File: config.mk
export PLATFORM = sky130hd
export DESIGN_NAME = div_sequencer
export DESIGN_NICKNAME = d
export VERILOG_FILES = /design/src/rtl/div_sequencer.sv
export SDC_FILE = /design/constraint.sdc
export NUM_CORES = 1
export LEC_CHECK = 0
export CAP_MARGIN = 10
export CELL_PAD_IN_SITES_DETAIL_PLACEMENT = 1
export CELL_PAD_IN_SITES_GLOBAL_PLACEMENT = 2
export CORE_MARGIN = 5
export CORE_UTILIZATION = 23
export DETAILED_ROUTE_END_ITERATION = 10
export GPL_ROUTABILITY_DRIVEN = 1
export PLACE_DENSITY_LB_ADDON = 0.1
export SETUP_SLACK_MARGIN = 0.05
export SKIP_CTS_REPAIR_TIMING = 1
export SYNTH_ARGS = -nofsm -noshare
export SYNTH_HDL_FRONTEND = slang
export SYNTH_SLANG_ARGS = --single-unit
File: constraint.sdc
create_clock -name clk -period 8 [get_ports clk]
set_input_delay 1.2 -clock clk [delete_from_list [all_inputs] [get_ports clk]]
set_output_delay 1.2 -clock clk [all_outputs]
set_load 0.005 [all_outputs]
File: src/rtl/div_sequencer.sv
// Sequencer between EX and the 64-bit multi-cycle divider: decodes RV64M div/rem ops,
// handles the divide-by-zero and overflow cases locally, and drains the divider on flush.
// Optional last-result cache enabled by defining DIV_RESULT_CACHE_EN.
module div_sequencer #(
  parameter int XLEN  = 64,
  parameter int TAG_W = 5
) (
  input  logic             clk,
  input  logic             reset,
  input  logic             flush,
  input  logic             ex_valid,
  input  logic [2:0]       ex_op,
  input  logic [XLEN-1:0]  ex_rs1,
  input  logic [XLEN-1:0]  ex_rs2,
  input  logic [TAG_W-1:0] ex_tag,
  output logic             ex_stall,
  output logic             res_valid,
  output logic [XLEN-1:0]  res_data,
  output logic [TAG_W-1:0] res_tag,
  output logic             div_valid,
  output logic             div_signed,
  output logic             divw,
  output logic [XLEN-1:0]  dividend,
  output logic [XLEN-1:0]  divisor,
  output logic             div_flush,
  input  logic             div_ready,
  input  logic             out_valid,
  input  logic [XLEN-1:0]  quot,
  input  logic [XLEN-1:0]  rema
);

  typedef enum logic [1:0] {IDLE, BUSY, DRAIN, RESP} state_e;

  state_e state_q, state_d;

  logic [2:0]       op_q;
  logic [XLEN-1:0]  rs1_q, rs2_q;
  logic [TAG_W-1:0] tag_q;
  logic [XLEN-1:0]  resData_q;
  logic [TAG_W-1:0] resTag_q;

  logic             isWord, isSigned, divZero, overflow, special, accept, fastPath;
  logic             cacheHit;
  logic [XLEN-1:0]  cacheQuot, cacheRem;
  logic [XLEN-1:0]  fastQuot, fastRem, fastResult, slowResult;
  logic             completeOk;

  // W results are the low 32 bits sign-extended, unsigned W forms included.
  function automatic logic [XLEN-1:0] shapeResult(input logic [XLEN-1:0] v, input logic w);
    return w ? {{(XLEN-32){v[31]}}, v[31:0]} : v;
  endfunction

  assign isWord   = ex_op[2];
  assign isSigned = ~ex_op[0];
  assign divZero  = isWord ? (ex_rs2[31:0] == 32'd0) : (ex_rs2 == '0);
  assign overflow = isSigned &&
                    (isWord ? ((ex_rs1[31:0] == 32'h8000_0000) && (ex_rs2[31:0] == 32'hFFFF_FFFF))
                            : ((ex_rs1 == {1'b1, {(XLEN-1){1'b0}}}) && (ex_rs2 == '1)));
  assign special  = divZero || overflow;
  assign accept   = (state_q == IDLE) && ex_valid && !flush && div_ready;
  assign fastPath = special || cacheHit;

  assign fastQuot   = special ? (divZero ? '1 : ex_rs1) : cacheQuot;
  assign fastRem    = special ? (divZero ? ex_rs1 : '0) : cacheRem;
  assign fastResult = shapeResult(ex_op[1] ? fastRem : fastQuot, ex_op[2]);
  assign slowResult = shapeResult(op_q[1] ? rema : quot, op_q[2]);
  assign completeOk = (state_q == BUSY) && out_valid && !flush;

`ifdef DIV_RESULT_CACHE_EN
  logic            cValid_q, cSigned_q, cWord_q;
  logic [XLEN-1:0] cRs1_q, cRs2_q, cQuot_q, cRem_q;

  // Only divider completions that are actually delivered refresh the cache.
  always_ff @(posedge clk) begin
    if (reset) begin
      cValid_q  <= 1'b0;
      cSigned_q <= 1'b0;
      cWord_q   <= 1'b0;
      cRs1_q    <= '0;
      cRs2_q    <= '0;
      cQuot_q   <= '0;
      cRem_q    <= '0;
    end else if (completeOk) begin
      cValid_q  <= 1'b1;
      cSigned_q <= ~op_q[0];
      cWord_q   <= op_q[2];
      cRs1_q    <= rs1_q;
      cRs2_q    <= rs2_q;
      cQuot_q   <= quot;
      cRem_q    <= rema;
    end
  end

  assign cacheHit  = cValid_q && (cRs1_q == ex_rs1) && (cRs2_q == ex_rs2) &&
                     (cSigned_q == isSigned) && (cWord_q == isWord);
  assign cacheQuot = cQuot_q;
  assign cacheRem  = cRem_q;
`else
  assign cacheHit  = 1'b0;
  assign cacheQuot = '0;
  assign cacheRem  = '0;
`endif

  always_ff @(posedge clk) begin
    if (reset) state_q <= IDLE;
    else       state_q <= state_d;
  end

  // A flush racing the divider result wins: the result is simply dropped.
  always_comb begin
    state_d = state_q;
    case (state_q)
      IDLE:    if (accept) state_d = fastPath ? RESP : BUSY;
      BUSY: begin
        if (flush)          state_d = out_valid ? IDLE : DRAIN;
        else if (out_valid) state_d = RESP;
      end
      DRAIN:   if (out_valid) state_d = IDLE;
      RESP:    state_d = IDLE;
      default: state_d = IDLE;
    endcase
  end

  always_comb begin
    res_valid = (state_q == RESP) && !flush;
    div_valid = (state_q == BUSY);
    ex_stall  = ex_valid && !flush && (state_q != RESP);
  end

  always_ff @(posedge clk) begin
    if (reset) begin
      op_q      <= '0;
      rs1_q     <= '0;
      rs2_q     <= '0;
      tag_q     <= '0;
      resData_q <= '0;
      resTag_q  <= '0;
    end else begin
      if (accept) begin
        op_q  <= ex_op;
        rs1_q <= ex_rs1;
        rs2_q <= ex_rs2;
        tag_q <= ex_tag;
      end
      if (accept && fastPath) begin
        resData_q <= fastResult;
        resTag_q  <= ex_tag;
      end else if (completeOk) begin
        resData_q <= slowResult;
        resTag_q  <= tag_q;
      end
    end
  end

  assign res_data   = resData_q;
  assign res_tag    = resTag_q;
  assign dividend   = rs1_q;
  assign divisor    = rs2_q;
  assign div_signed = ~op_q[0];
  assign divw       = op_q[2];
  assign div_flush  = flush;

endmodule

; ---- After elaboration in Yosys (flattened, before gate mapping)
; Cells that the tools add are included.
[totals]
regBits = 207
latchBits = 0
ramBits = 0
rom_bits = 0
out_inout_bits = 203
mem_count = 0
[op_classes]
n_addsub = 0
mul = 0
div = 0
order_cmp = 0
n_eq_ne = 11
shifts = 0
muxes = 21
n_bitwise = 2
reduce_logical = 19
[op_table]
columns = cell, count
row1 = 2-to-1 mux 64 bit, 10
row2 = == test 64 bit (second input constant), 2
row3 = == test 32 bit (second input constant), 2
row4 = logical NOT 64 bit, 1
row5 = logical NOT 32 bit, 1
row6 = logical AND 1 bit, 12
row7 = 2-to-1 mux 2 bit, 6
row8 = 2-to-1 mux 5 bit, 2
row9 = case mux 2 bit (4 select lines), 1
row10 = != test 2 bit (second input constant), 3
row11 = == test 2 bit (second input constant), 2
row12 = != test 3 x 2 -> 1 bit (second input constant), 1
row13 = AND reduction 3 bit, 1
row14 = == test 2 x 1 -> 1 bit (second input constant), 1
row15 = logical NOT 2 bit, 1
row16 = 2-to-1 mux 1 bit, 2
row17 = inverter 1 bit, 2
row18 = nonzero test 2 bit, 1
row19 = logical NOT 1 bit, 1
row20 = logical OR 1 bit, 1

; ---- Longest topological paths before layout
; Gate-level depths: netlist of run 1.
[depth]
word_depth = 9
depth_mapped = 9
ltp_nobuf = 7

; ---- Least setup slack after synthesis of run 1
; Ideal clock, no wire load.
[synth_path]
kind = input-to-reg
from = input ex_rs1[15]
to = register resData_q[33] (netlist: res_data[33])
setup_time_ns = 0.073
arrival_ns = 3.401
required_ns = 7.927
slack_ns = 4.526
stages = 9
cell_sequence = or4b_1 nor4_2 nand4_1 or4_1 buf_2 a21oi_4 nand3b_4 buf_6 o22ai_2
[synth_between]
elab_chain_cells = 9
[synth_lines]
columns = element, line_no
row1 = "start, declared", 13  ; input logic [XLEN-1:0] ex_rs1,
row2 = == test 64 bit / == test 32 bit (equally long branches), "58, 57"
row3 = "logical AND 1 bit, on equally long branches", "58, 57"
row4 = 2-to-1 mux 1 bit (*), 57  ; (isWord ? ((ex_rs1[31:0] == 32'h8000_0000) && (ex_rs2[31:0] == 32'hFFFF_FFFF))
row5 = logical AND 1 bit (*), 56  ; assign overflow = isSigned &&
row6 = logical OR 1 bit (*), 59  ; assign special = divZero || overflow;
row7 = "2-to-1 mux 64 bit, on equally long branches", "63, 64"
row8 = 2-to-1 mux 64 bit, 65  ; assign fastResult = shapeResult(ex_op[1] ? fastRem : fastQuot, ex_op[2]);
row9 = 2-to-1 mux 64 bit, 50  ; return w ? {{(XLEN-32){v[31]}}, v[31:0]} : v;
row10 = 2-to-1 mux 64 bit, 145  ; if (accept && fastPath) begin
row11 = "end signal, assigned", 146  ; resData_q <= fastResult;
row12 = "end signal, assigned", 149  ; resData_q <= slowResult;
row13 = "end, declared", 39  ; logic [XLEN-1:0] resData_q;
; Mark *: on every way between the ends. The rest lies on a longest branch, timed or not.
; A chain may end at the register's enable or synchronous reset.

; ---- Final worst setup path of run 1
[layout_path]
from = input ex_rs2[26]
to = register resData_q[32] (netlist: res_data[32])
[layout_between]
elab_chain_cells = 9
[layout_lines]
columns = element, line_no
row1 = "start, declared", 14  ; input logic [XLEN-1:0] ex_rs2,
row2 = == test 64 bit / == test 32 bit (equally long branches), "58, 57"
row3 = "logical AND 1 bit, on equally long branches", "58, 57"
row4 = 2-to-1 mux 1 bit, 57
row5 = logical AND 1 bit, 56
row6 = logical OR 1 bit, 59
row7 = "2-to-1 mux 64 bit, on equally long branches", "63, 64"
row8 = 2-to-1 mux 64 bit, 65
row9 = 2-to-1 mux 64 bit, 50
row10 = 2-to-1 mux 64 bit, 145
; Parallel ways exist; a longest one is shown, timed or not.

==> flow_summary.json, run 1 <==
{
  "status": "finished clean",
  "antenna_found_initial": 1,
  "cts.clk_slew.worst_paths_ps": 60,
  "cts_buffers": 27,
  "dieArea_mm2": 0.0464,
  "place_area_mm2": 0.0148,
  "synth-seq-cells": 207,
  "grt_pass1_vias": 11399,
  "gr-total-overflow": 0,
  "gp_congestion": 0.793,
  "syn_avg_cell_area_um2": 7.85,
  "initial_core_util_pct": 23.2,
  "crit_path_end": "res_data[32]$_SDFFE_PP0P_",
  "design_area_mm2": 0.0157,
  "drv_slew": 0,
  "final_cell_mix": "471 x clkdlybuf4s50_1, 299 x nand2_1, 250 x a21oi_1",
  "synth_top_area_share_pct": 42.7,
  "syn-instance-count": 1236,
  "worst-r2r-cell-count": 7,
  "vias": 10783,
  "num_rows": 75,
  "finalSetupTns_ps": 0,
  "coreArea_mm2": 0.0419,
  "r2r_end": "res_data[46]$_SDFFE_PP0P_",
  "yosys_warnings": 0,
  "firstDrtPassIters": 4,
  "ff2ff_setup_slack_ps": 4670,
  "grt_pass1_wl_um": 74400,
  "clockBufferDepth": 3,
  "finalHoldViolations": 0,
  "ir_drop_uv": 143,
  "worstPathMaxFanout": 33,
  "top_level_ports": 473,
  "hp-class": "reg -> reg",
  "final_antenna_net_count": 0,
  "remaining_drc_errors": 0,
  "post-synth-top-area-cell": "dfxtp_1",
  "port-buffer-count": 472,
  "drtIter0Drc": 459,
  "slew_headroom_pct": 23.7,
  "crit_type": "in -> reg",
  "area_growth_pct": 61.3,
  "diodes": 0,
  "setup_viol": 0,
  "die_h_um": 215,
  "crit_start": "ex_rs2[26]",
  "final_common_cell": "clkdlybuf4s50_1",
  "chipWidth_um": 215,
  "max_freq_mhz": 200,
  "synth.top_cells.by_area": "dfxtp_1 43%, a21oi_1 13%, nand2_1 12%",
  "finClkSkew_ps": 17.9,
  "grt_start_max_net_pins": 107,
  "grt_usage_pct": 20.6,
  "worst-slew-pin-transition_ps": 1140,
  "critPathLaunchType": "input pin",
  "synth_nets": 1506,
  "crit_required_ps": 8440,
  "synth_area_mm2": 0.00970,
  "clock_latency_ps": 550,
  "p_per_area_mw_per_mm2": 171,
  "critPathCaptureType": "register",
  "vias_per_cell": 4.92,
  "p_leak_nw": 5.04,
  "cap_violations": 0,
  "reg2reg_from": "state_q[1]$_SDFFE_PP0P_",
  "cts_sinks": 207,
  "htree_levels": 1,
  "drt-wirelength-per-cell_um": 23.1,
  "rsz0062_at_grt": "false",
  "root_buffer": "clkbuf_16",
  "drive_gt1_share_pct": 6.29,
  "routed_wl_um": 50700,
  "yosysSeqAreaShare_pct": 42.7,
  "cts_tree": "done",
  "finalNetCount": 1907,
  "finalCriticalPeriod_ps": 4990,
  "worstPathArrival_ps": 5430,
  "hpwl_um": 37900,
  "synth.distinct_cells": 43,
  "n_fill_cell": 4891,
  "final.period_utilization_pct": 62.4,
  "worstHoldStart": "dividend[60]$_SDFFE_PP0P_"
}
==> kinds of logic after synthesis <==
family	synth area share, %
and+or+nand+nor	23.6
AOI/OAI and AO/OA	25.4
xor gates and xnor gates	0.0903
muxes	3.30
buffers and inverters	4.90
DFF	42.7
==> worst max-delay path: stages <==
cell and delay, ps:
clkdlybuf4s50_1 580, or4b_1 470, nor4_2 360, nand4_1 320, or4_1 770, a21oi_4 740, nand3b_4 670, o22ai_1 290
==> metrics by stage <==
stage          instances  power [mW]  hold WS [ps]  setup slack [ps]  utilization, %
6_report            2193        2.68           452              3010            37.4
5_1_grt             2193        2.80           473              2810            37.4
4_1_cts             2192        2.73           454              3000            37.3
3_5_place_dp        2146        1.49           446              2410            35.3
3_3_place_gp        2146        1.49           441              2490            35.3
2_1_floorplan       1236        1.22           436              4530               -
==> registers in the layout, summed over array words and instances, names as in the netlist <==
name / count
tag_q: 5
state_q: 2
res_tag: 5
op_q: 3
divisor: 64
dividend: 64
res_data: 64
==> worst min-delay path by stage <==
stage          cells after the start                   endpoint
2_1_floorplan                      2       op_q[0]$_SDFFE_PP0P_
3_3_place_gp                       2    divisor[1]$_SDFFE_PP0P_
3_5_place_dp                       2  dividend[50]$_SDFFE_PP0P_
4_1_cts                            2  dividend[50]$_SDFFE_PP0P_
5_1_grt                            2  dividend[50]$_SDFFE_PP0P_
6_report                           2  dividend[60]$_SDFFE_PP0P_
==> Yosys cell counts <==
| cell type | instances |
|---|---|
| inv_1 | 3 |
| nand2b_1 | 1 |
| mux2i_1 | 32 |
| buf_1 | 4 |
| buf_6 | 3 |
| o211ai_1 | 38 |
| or4bb_1 | 3 |
| or4_1 | 7 |
| a2bb2oi_1 | 1 |
| a21oi_4 | 1 |
| or3_1 | 1 |
| o22ai_1 | 3 |
| clkbuf_1 | 96 |
| a221oi_1 | 1 |
| and3b_1 | 2 |
| nand3_1 | 6 |
| a21o_1 | 1 |
| a21oi_2 | 9 |
| a211o_1 | 1 |
| nand4b_1 | 2 |
| o21ai_0 | 13 |
| a21oi_1 | 250 |
| nand4_1 | 32 |
| buf_2 | 2 |
| nor3_1 | 42 |
| and3_1 | 2 |
| nor4_1 | 34 |
| nor4_2 | 2 |
| o22ai_2 | 30 |
| o31ai_1 | 11 |
| or4b_1 | 2 |
| nor2_1 | 13 |
| nor4bb_1 | 1 |
| dfxtp_1 | 207 |
| nor2b_1 | 34 |
| xor2_1 | 1 |
| nand2_1 | 300 |
| a211oi_1 | 33 |
| nand3b_4 | 1 |
| nor4b_1 | 2 |
| buf_4 | 6 |
| a22oi_1 | 1 |
| and2_1 | 2 |
==> power by group <==
part	switching [mW]	internal [mW]
Combinational	0.184	0.209
Sequential	0.0170	1.06
Clock	0.484	0.732
==> routing by layer <==
metal	track usage, %	vias to the layer above	routed length [um]
met5	0	-	13
met1	24.7	5187	20700
met3	6.73	62	3860
li1	-	5215	-
met2	35.7	317	24600
met4	5.48	2	1530
==> final cells by class <==
cell class | instances | area [um^2] | share of cell area [%]
clock inverters | 9 | 95.1 | 0.607
flip-flops and latches | 207 | 4150 | 26.5
well taps | 539 | 674 | 4.31
inverters | 3 | 11.3 | 0.0719
clock buffers | 37 | 773 | 4.94
multi-input cells | 915 | 5120 | 32.7
repair buffers | 483 | 4830 | 30.8
Power figures use the tool's default switching activity.
==> run 2, diff against run 1 <==
- CORE_UTILIZATION: 23 -> 20
- clock period: 8 -> 4.4 ns (I/O delays scaled with it)
==> run 2 against run 1 <==
Hold slack improved by 2.5 ps. Sequential share of layout area decreased by 0.46 points. Largest power group unchanged. Core utilization decreased by 4.1 points. Critical path type unchanged. Setup slack got worse by 1900 ps. Flip-flop and latch count unchanged. Die area increased by 14%.
==> flow_summary.json, run 2 (synthesized netlist as in run 1, its figures left out) <==
{
  "final_common_cell": "clkdlybuf4s50_1",
  "critPathLaunchType": "input pin",
  "crit_required_ps": 4840,
  "worstHoldStart": "divisor[25]$_SDFFE_PP0P_",
  "initial_core_util_pct": 20.3,
  "clock_latency_ps": 540,
  "root_buffer": "clkbuf_16",
  "power.internal_mw": 3.62,
  "cts_sinks": 207,
  "final.period_utilization_pct": 74.5,
  "worstPathArrival_ps": 3720,
  "finalNetCount": 1922,
  "status": "finished clean",
  "design_area_mm2": 0.0159,
  "firstDrtPassIters": 5,
  "gr-total-overflow": 0,
  "num_rows": 80,
  "crit_type": "in -> reg",
  "drive_gt1_share_pct": 7.11,
  "finalHoldViolations": 0,
  "vias_per_cell": 4.72,
  "pwr-share-clk_pct": 45.1,
  "cts_buffers": 27,
  "routed_wl_um": 53800,
  "remaining_drc_errors": 0,
  "worstPathMaxFanout": 24,
  "gp_congestion": 0.737,
  "port-buffer-count": 472,
  "finClkSkew_ps": 10.3,
  "dieArea_mm2": 0.0530,
  "htree_levels": 1,
  "grt_start_max_net_pins": 111,
  "cts_tree": "done",
  "pwr-share-seq_pct": 40.0,
  "drtIter0Drc": 469,
  "worst-slew-pin-transition_ps": 1070,
  "chipWidth_um": 230,
  "crit_start": "ex_rs2[26]",
  "setup_viol": 0,
  "area_growth_pct": 64.2,
  "cap_violations": 0,
  "p_comb_share_pct": 14.9,
  "place_ws_ps": 477,
  "place_area_mm2": 0.0151,
  "grt_pass1_vias": 11504,
  "p_leak_nw": 5.13,
  "cts.clk_slew.worst_paths_ps": 60,
  "finalSetupTns_ps": 0,
  "grt_pass1_wl_um": 78000,
  "hpwl_um": 40700,
  "top_level_ports": 473,
  "reg2reg_from": "state_q[1]$_SDFFE_PP0P_",
  "grt_usage_pct": 19.1,
  "p_sw_mw": 1.28,
  "swShare_pct": 26.1,
  "max_freq_mhz": 305,
  "diodes": 0,
  "final_antenna_net_count": 0,
  "vias": 10804,
  "critPathCaptureType": "register",
  "p_per_area_mw_per_mm2": 307,
  "ir_drop_uv": 213,
  "slew_headroom_pct": 28.6,
  "hp-class": "reg -> reg",
  "coreArea_mm2": 0.0478,
  "drt-wirelength-per-cell_um": 23.5,
  "clockBufferDepth": 3,
  "finalCriticalPeriod_ps": 3280,
  "drv_slew": 0,
  "antenna_found_initial": 0,
  "die_h_um": 230,
  "final_cell_mix": "471 x clkdlybuf4s50_1, 299 x nand2_1, 250 x a21oi_1",
  "fin_util_pct": 33.3,
  "rsz0062_at_grt": "false",
  "setup_ws_ps": 1120
}
==> run 2: cell type report <==
class / instances / area (um^2)
multi-input combinational: 915 / 5120
inverter: 3 / 11.3
fill: 5568 / 31900
clock buffer: 42 / 802
tap: 615 / 769
sequential: 207 / 4150
clock inverter: 8 / 68.8
timing repair buffer: 498 / 5010
==> run 2: critical path, stage by stage <==
cell	delay, ps
clkdlybuf4s50_1	600
or4b_1	480
nor4_2	350
nand4_1	270
or4_1	660
a21oi_4	220
buf_12	200
o21ai_0	90
and3b_1	180
==> run 2: power groups by stage <==
stage	Combinational [mW]	Clock [mW]	Sequential (mW)
2_1_floorplan	0.225	0	1.99
3_3_place_gp	0.738	0	1.99
5_1_grt	0.785	2.38	1.96
6_report	0.728	2.21	1.96
4_1_cts	0.744	2.30	1.96
3_5_place_dp	0.739	0	2.00
==> run 2: worst paths after layout <==
path                                                  end  slack, ps  cells past startpoint
worst max-delay path            res_data[25]$_SDFFE_PP0P_       1120                      9
worst min-delay path             divisor[25]$_SDFFE_PP0P_        450                      2
worst max register to register  res_data[49]$_SDFFE_PP0P_       1840                      6
worst min register to register   divisor[25]$_SDFFE_PP0P_        450                      2
==> run 2: stage by stage <==
stage / power, mW / hold slack [ps] / instances
2_1_floorplan: 2.22 / 436 / 1236
3_3_place_gp: 2.73 / 442 / 2238
4_1_cts: 5.00 / 456 / 2288
6_report: 4.89 / 455 / 2288
3_5_place_dp: 2.74 / 448 / 2238
5_1_grt: 5.12 / 471 / 2288
==> run 2: routing by layer <==
layer,vias to the layer above,GRT usage [%],share of wire (%)
li1,5248,-,-
met1,5198,22.5,41
met2,302,34.2,49
met3,56,5.69,7.1
met4,0,4.78,2.4
met5,-,0,0
==> run 3, diff against run 2 <==
- CORE_UTILIZATION: 20 -> 22
- clock period: 4.4 -> 3.2 ns (I/O delays scaled with it)
==> run 3 against run 2 <==
Combinational power up 50%. Sequential power rose by 37%. Global-route usage up 1.1 points. Flip-flop and latch count unchanged. Largest power group unchanged. Cell area up 5.8%. Highest routed layer is now met5. Via count rose by 3.4%. Register-to-register slack got worse by 580 ps. Critical path depth increased by 2. Clock-buffer cell count fell by 11. Setup slack got worse by 950 ps. Routed wire length decreased by 3.8%. Non-clock buffer count grew 105.
==> flow_summary.json, run 3 (synthesized netlist as in run 1, its figures left out) <==
{
  "status": "finished clean",
  "setup_viol": 0,
  "coreArea_mm2": 0.0439,
  "fin_util_pct": 38.4,
  "initial_core_util_pct": 22.1,
  "final_cell_mix": "471 x clkdlybuf4s50_1, 299 x nand2_1, 250 x a21oi_1",
  "htree_levels": 1,
  "final_antenna_net_count": 0,
  "root_buffer": "clkbuf_16",
  "drive_gt1_share_pct": 12.9,
  "grt_start_max_net_pins": 96,
  "hp-class": "in -> reg",
  "crit_type": "in -> reg",
  "drt-wirelength-per-cell_um": 21.8,
  "cap_violations": 0,
  "grt_pass1_vias": 11749,
  "met1_length_um": 21100,
  "critPathLaunchType": "input pin",
  "register_area_mm2": 0.00415,
  "finalCriticalPeriod_ps": 3030,
  "top_level_ports": 473,
  "p_leak_nw": 5.70,
  "routed-wl-met2_um": 25400,
  "clock_latency_ps": 540,
  "highest_layer": "met5",
  "place_ws_ps": -416,
  "crit_required_ps": 3670,
  "total_power_mw": 6.96,
  "diodes": 0,
  "finalHoldViolations": 0,
  "area_growth_pct": 73.7,
  "worst-slew-pin-transition_ps": 636,
  "hpwl_um": 39700,
  "antenna_found_initial": 1,
  "routed_wl_um": 51700,
  "grt_usage_pct": 20.2,
  "dieArea_mm2": 0.0484,
  "gp_congestion": 0.839,
  "rsz0062_at_grt": "false",
  "critPathCaptureType": "register",
  "worst_hold_path.num_cells": 2,
  "final.period_utilization_pct": 94.5,
  "chipWidth_um": 220,
  "gr-total-overflow": 0,
  "slew_headroom_pct": 57.6,
  "finalNetCount": 2027,
  "cts_tree": "done",
  "firstDrtPassIters": 4,
  "setup_ws_ps": 175,
  "n_fill_cell": 5191,
  "port-buffer-count": 472,
  "drtIter0Drc": 415,
  "clockBufferDepth": 3,
  "grt_pass1_wl_um": 75400,
  "die_h_um": 220,
  "p_per_area_mw_per_mm2": 413,
  "num_rows": 77,
  "vias": 11167,
  "ir_drop_uv": 394,
  "multi_input_comb_area_mm2": 0.00513,
  "wl_met3_um": 4130,
  "max_freq_mhz": 331,
  "remaining_drc_errors": 0,
  "drv_slew": 0,
  "cts.clk_slew.worst_paths_ps": 60,
  "finClkSkew_ps": 6.98,
  "worstPathMaxFanout": 11,
  "vias_per_cell": 4.71,
  "worstPathArrival_ps": 3500,
  "worst-r2r-cell-count": 7,
  "cts_buffers": 27,
  "cts_sinks": 207,
  "final_common_cell": "clkdlybuf4s50_1"
}
## run 3: power by group
group	internal (mW)	leakage (nW)	switching (mW)
logic	0.605	3.58	0.483
registers	2.64	1.68	0.0383
clock network	1.94	0.445	1.26
## run 3: cell type report
class / instances / share of cell area [%]
Clock buffer: 31 / 4.27
Timing Repair Buffer: 603 / 35.0
Inverter: 3 / 0.0668
Sequential cell: 207 / 24.6
Multi-Input combinational cell: 915 / 30.4
Clock inverter: 18 / 1.24
Tap cell: 592 / 4.39
## run 3: worst paths after layout
kind,from,endpoint,slack [ps]
worst max-delay path,ex_rs1[16],res_data[18]$_SDFFE_PP0P_,170
worst min-delay path,reset,dividend[56]$_SDFFE_PP0P_,350
worst max register to register,state_q[1]$_SDFFE_PP0P_,res_data[59]$_SDFFE_PP0P_,1260
worst min register to register,divisor[32]$_SDFFE_PP0P_,divisor[32]$_SDFFE_PP0P_,450
## run 3: critical path: stages
cell and delay [ps]:
clkdlybuf4s50_1 450, or4b_1 570, nor4_4 350, nand4_1 160
buf_4 190, or4_1 590, a21oi_4 220, buf_12 170
buf_12 120, o31ai_1 90, a21oi_2 110
## run 3: stage by stage
stage	hold slack [ps]	TNS [ps]	std cells	instance area, um^2
after floorplan	436	0	1236	9700
after global placement	441	-14950	2320	15900
after detailed placement	448	-18750	2320	15900
after CTS	344	0	2369	16800
after global routing	368	0	2369	16900
final	353	0	2369	16900
## run 3: routing by layer
layer  vias up  GRT usage, %
met5         -             0
met1      5335          24.2
met4         2          5.22
li1       5481             -
met2       291          35.1
met3        58          6.37
